$ cat src/rtl/enemy_fire_scheduler.sv
// Enemy fire scheduler: paces enemy shots by game tick and phase, picks a shooter
// round-robin among alive enemies and the lowest free bullet slot.
module enemy_fire_scheduler #(
    parameter int unsigned MAX_ENEMY        = 15,
    parameter int unsigned MAX_ENEMY_BULLET = 31,
    parameter int unsigned INTERVAL_P0      = 24,
    parameter int unsigned INTERVAL_P1      = 16,
    parameter int unsigned INTERVAL_P2      = 12,
    parameter int unsigned INTERVAL_P3      = 8
) (
    input  logic                        i_Clock,
    input  logic                        i_Reset,
    input  logic                        i_Tick,
    input  logic                        i_Enable,
    input  logic [1:0]                  i_Phase,
    input  logic [MAX_ENEMY-1:0]        i_EnemyState,
    input  logic [MAX_ENEMY_BULLET-1:0] i_SlotBusy,
    output logic                        o_Spawn,
    output logic [3:0]                  o_SpawnEnemy,
    output logic [4:0]                  o_SpawnSlot,
    output logic                        o_Pending
);

    localparam int unsigned EW = 4;
    localparam int unsigned SW = 5;
    localparam int unsigned CW = 8;

    typedef enum logic [1:0] {
        S_IDLE   = 2'd0,
        S_COUNT  = 2'd1,
        S_SEARCH = 2'd2,
        S_GRANT  = 2'd3
    } state_t;

    state_t        state_q, state_d;
    logic [CW-1:0] cnt_q, cnt_d;
    logic [EW-1:0] rr_last_q, rr_last_d;
    logic          spawn_q, spawn_d;
    logic [EW-1:0] spawn_enemy_q, spawn_enemy_d;
    logic [SW-1:0] spawn_slot_q, spawn_slot_d;
    logic          pending_q, pending_d;

    logic          enemy_found_c;
    logic [EW-1:0] enemy_pick_c;
    logic          slot_found_c;
    logic [SW-1:0] slot_pick_c;
    logic [CW-1:0] reload_c;

    function automatic logic [CW-1:0] interval_for(input logic [1:0] ph);
        case (ph)
            2'd0:    interval_for = CW'(INTERVAL_P0);
            2'd1:    interval_for = CW'(INTERVAL_P1);
            2'd2:    interval_for = CW'(INTERVAL_P2);
            default: interval_for = CW'(INTERVAL_P3);
        endcase
    endfunction

    assign reload_c = interval_for(i_Phase);

    // Round-robin shooter: first alive enemy after the last shooter, wrapping mod MAX_ENEMY.
    always_comb begin
        int unsigned idx;
        idx           = 0;
        enemy_found_c = 1'b0;
        enemy_pick_c  = '0;
        for (int unsigned i = 1; i <= MAX_ENEMY; i++) begin
            idx = (32'(rr_last_q) + i) % MAX_ENEMY;
            if (!enemy_found_c && i_EnemyState[idx]) begin
                enemy_found_c = 1'b1;
                enemy_pick_c  = EW'(idx);
            end
        end
    end

    // Lowest free slot; scanning downward leaves the lowest index as the final pick.
    always_comb begin
        slot_found_c = 1'b0;
        slot_pick_c  = '0;
        for (int unsigned s = MAX_ENEMY_BULLET; s > 0; s--) begin
            if (!i_SlotBusy[s-1]) begin
                slot_found_c = 1'b1;
                slot_pick_c  = SW'(s - 1);
            end
        end
    end

    always_ff @(posedge i_Clock or negedge i_Reset) begin
        if (!i_Reset) begin
            state_q       <= S_IDLE;
            cnt_q         <= CW'(INTERVAL_P0);
            rr_last_q     <= EW'(MAX_ENEMY - 1);
            spawn_q       <= 1'b0;
            spawn_enemy_q <= '0;
            spawn_slot_q  <= '0;
            pending_q     <= 1'b0;
        end else begin
            state_q       <= state_d;
            cnt_q         <= cnt_d;
            rr_last_q     <= rr_last_d;
            spawn_q       <= spawn_d;
            spawn_enemy_q <= spawn_enemy_d;
            spawn_slot_q  <= spawn_slot_d;
            pending_q     <= pending_d;
        end
    end

    always_comb begin
        state_d = state_q;
        if (!i_Enable) begin
            state_d = S_IDLE;
        end else begin
            case (state_q)
                S_IDLE:   state_d = S_COUNT;
                S_COUNT:  if (i_Tick && (cnt_q <= CW'(1))) state_d = S_SEARCH;
                S_SEARCH: begin
                    if (!enemy_found_c)    state_d = S_COUNT;
                    else if (slot_found_c) state_d = S_GRANT;
                end
                S_GRANT:  state_d = S_COUNT;
                default:  state_d = S_IDLE;
            endcase
        end
    end

    // Counter, round-robin pointer and registered outputs.
    always_comb begin
        cnt_d         = cnt_q;
        rr_last_d     = rr_last_q;
        spawn_d       = 1'b0;
        spawn_enemy_d = spawn_enemy_q;
        spawn_slot_d  = spawn_slot_q;
        pending_d     = 1'b0;
        if (state_q == S_GRANT) rr_last_d = spawn_enemy_q;
        if (!i_Enable) begin
            cnt_d = reload_c;
        end else begin
            case (state_q)
                S_IDLE:  cnt_d = reload_c;
                S_COUNT: begin
                    if (i_Tick) cnt_d = (cnt_q <= CW'(1)) ? reload_c : cnt_q - CW'(1);
                end
                S_SEARCH: begin
                    if (enemy_found_c && slot_found_c) begin
                        spawn_d       = 1'b1;
                        spawn_enemy_d = enemy_pick_c;
                        spawn_slot_d  = slot_pick_c;
                    end else if (enemy_found_c) begin
                        pending_d = 1'b1;
                    end
                end
                default: ;
            endcase
        end
    end

    assign o_Spawn      = spawn_q;
    assign o_SpawnEnemy = spawn_enemy_q;
    assign o_SpawnSlot  = spawn_slot_q;
    assign o_Pending    = pending_q;

endmodule
$ cat config.mk
export PLATFORM = sky130hd
export DESIGN_NAME = enemy_fire_scheduler
export DESIGN_NICKNAME = d
export VERILOG_FILES = /design/src/rtl/enemy_fire_scheduler.sv
export SDC_FILE = /design/constraint.sdc
export NUM_CORES = 1
export LEC_CHECK = 0
export ABC_CLOCK_PERIOD_IN_PS = 9300
export CORE_AREA = 2 2 165 167
export CTS_CLUSTER_SIZE = 30
export DETAILED_ROUTE_END_ITERATION = 8
export DIE_AREA = 0 0 167 169
export DONT_BUFFER_PORTS = 1
export GPL_ROUTABILITY_DRIVEN = 0
export PLACE_DENSITY_LB_ADDON = 0.05
export SLEW_MARGIN = 20
export SYNTH_ARGS = -nofsm -noshare
export SYNTH_HDL_FRONTEND = slang
export SYNTH_SLANG_ARGS = --single-unit
$ cat constraint.sdc
create_clock -name i_Clock -period 9.3 [get_ports i_Clock]
set_clock_uncertainty 0.05 [all_clocks]
set_input_delay 1.395 -clock i_Clock [delete_from_list [all_inputs] [get_ports i_Clock]]
set_output_delay 1.395 -clock i_Clock [all_outputs]
set_load 0.05 [all_outputs]
==> out/metrics.cfg <==
[yosys]
post_synth_num_cell_types = 108
synthTopCellsByCount = 118 x nand2_1, 83 x nor2_1, 75 x a21oi_1, 75 x o21ai_0, 72 x mux2i_1
synth_ff_type = dfrtp_1
ys_ff_latch = 25
synth_top_family_by_area = compound AO/OA/AOI/OAI gates
synth_xor_area_frac = 0.0437
ys_async_sr_fraction = 1.00
yosys_warnings = 0
synth_top_area_cell = mux2i_1
synthesis.nets = 1385
syn_area_um2 = 9400
netlist_top_cells_area = mux2i_1 7.7%, ha_1 7.2%, dfrtp_1 5.3%
synth_edf_count = 0
synthCells = 1279
synth_compound_area_frac = 0.335
syn_area_per_cell_um2 = 7.35
yosysMostFrequentCell = nand2_1
synthMuxAreaShare = 0.162
synth-simple-area-share = 0.253
ys_seq_area_frac = 0.0672
synth_top_area_frac = 0.0767
synth_fa_ha_area_frac = 0.0719

[sta]
finalSetupViolCount = 0
fin_setup_tns_ns = 0
max_slew.worst_pin.slew_ns = 1.10
slew_headroom = 0.266
setup_slack_ns = 2.08
max_freq_mhz = 139
drv_slew = 0
hold_viol = 0
post-route-min-period_ns = 7.22
period_share = 0.776
rsz0062_at_grt = no

[worst_setup_path]
path_cells = inv_1, ha_1, or4b_1, a31oi_1, and2_1, ha_1, a41oi_4, xnor2_1, mux2_1, mux2_2, a221oi_4, a21bo_1, nor4_4, nand4_4, o21ai_2, mux2i_1, a31oi_1
startpoint_type = register
crit_path_max_incr_delay_ns = 0.71
slowest_stage = ha_1
crit_type = reg -> reg
crit_fanout = 24
cp.required_ns = 9.38
cp_top_family = simple AND/OR/NAND/NOR gates
worstPathBufferInverterCount = 1
cp.arrival_ns = 7.30
end_kind = register

[detailed_routing]
drc = 0
drt_iter0_markers = 1134
vias = 10200
antenna_left = 0
detail_route.vias_per_cell = 6.54
wirelength_um = 38100
wl_per_cell_um = 24.5
firstDrtPassIters = 6

[placement]
dp_hpwl_um = 27700
dp.cells = 1551
port_buffers = 0
dp_slack_ns = 2.14

[final_layout]
fin_cells = 1555
antenna_cells = 0
nNetsFinal = 1321
drive_gt1_frac = 0.108
area_delta_synth_final_pct = 2.64

[floorplan]
num_io_pins = 63
die-area_um2 = 28200
die_width_um = 167
die_y_um = 169
rows = 60
core_area_um2 = 26500
start_util = 0.355

[clocking]
cts_tree = built
cts.htree.levels = 1
cts_resized = 0
root_buffer = clkbuf_16
cts_buffers = 3
clk_pin_slew_worst_paths_ns = 0.07
post_cts.repair.setup_buffers = 0
clk_latency_ns = 0.27
holdBufCountCts = 0
cts.sinks = 25
max-clock-path-buffers = 2

[global_routing]
antenna_found_initial = 0
grt_usage = 0.263
first_global_vias = 9474
grt_max_degree = 50
grt_first_pass_wirelength_um = 58700
overflow = 0

[flow_run]
drv_cap = 0

[status]
outcome = finished, final reports clean

[worst_hold_path]
hold_class = reg -> reg

## cell type report
class | count | area [µm²]
inverter | 65 | 244
sequential | 25 | 633
fill | 2870 | 16900
multi-input combinational | 1103 | 8130
tap | 341 | 427
clock inverter | 1 | 5.00
timing repair buffer | 17 | 128
clock buffer | 3 | 75.1
## layer usage
layer  share of wire  wire length [µm]  track usage
met1            0.46             17500        0.365
met2            0.47             18000        0.447
met3           0.046              1760       0.0250
met4           0.020               744       0.0480
met5               0                 0            0
## worst paths after layout
path	from	to	slack, ns	cells after the start
max	rr_last_q[1]$_DFFE_PN1N_	o_SpawnEnemy[3]$_DFFE_PN0P_	2.08	17
min	cnt_q[7]$_DFFE_PN0P_	cnt_q[7]$_DFFE_PN0P_	0.44	1
max reg2reg	rr_last_q[1]$_DFFE_PN1N_	o_SpawnEnemy[3]$_DFFE_PN0P_	2.08	17
min reg2reg	cnt_q[7]$_DFFE_PN0P_	cnt_q[7]$_DFFE_PN0P_	0.44	1
max in group asynchronous	i_Reset	rr_last_q[1]$_DFFE_PN1N_	8.26	0
min in group asynchronous	i_Reset	cnt_q[0]$_DFFE_PN0P_	0.76	0
## layout by cell type, fill, tap and decap left out, types with 8 or more instances in the layout
cell      netlist  routed
nor4_1         13      13
nor3b_1        14      14
o31ai_1        14      14
a21boi_0       13      13
ha_1           54      54
or3_1          10      10
nor2b_1        16      16
a211oi_1       22      22
inv_1          58      58
nand3b_1       11      11
nand2b_1       17      17
mux2i_1        72      72
xnor2_1        33      33
o31a_1          8       8
mux4_2         22      22
nand2_1       118     118
nand4_1        14      14
a31oi_1        25      25
buf_4           5      17
nand3_1        42      42
nor3_1         45      45
and3_1         11      11
dfrtp_1        20      19
o211ai_1       26      26
o311ai_0        9       9
and2_1         18      18
a211o_1         9       9
o21ai_0        75      75
a21o_1         13      13
o21a_1         10      10
nor2_1         83      83
a21oi_1        75      75
mux2_2         25      25
## metrics by stage
stage           util  instance area (µm²)  hold slack [ns]
6_report       0.364                 9640            0.440
2_1_floorplan      -                 9400            0.401
3_3_place_gp   0.361                 9560            0.422
3_5_place_dp   0.361                 9560            0.436
4_1_cts        0.364                 9640            0.448
5_1_grt        0.364                 9640            0.464
## state kept, by name, indices dropped and copies added, names as in the netlist
register,cells
rr_last_q,4
o_Spawn,1
o_SpawnEnemy,4
o_SpawnSlot,5
state_q,2
cnt_q,8
o_Pending,1
## kinds of logic after synthesis
family / after synthesis
mux: 121
flops: 25
buf+inv: 151
xor+xnor: 43
compound gates: 433
fa+ha+maj: 54
simple gates: 452
Power is not shown: default switching activity piles up to over one toggle a cycle in this logic, so the estimate is an artifact.
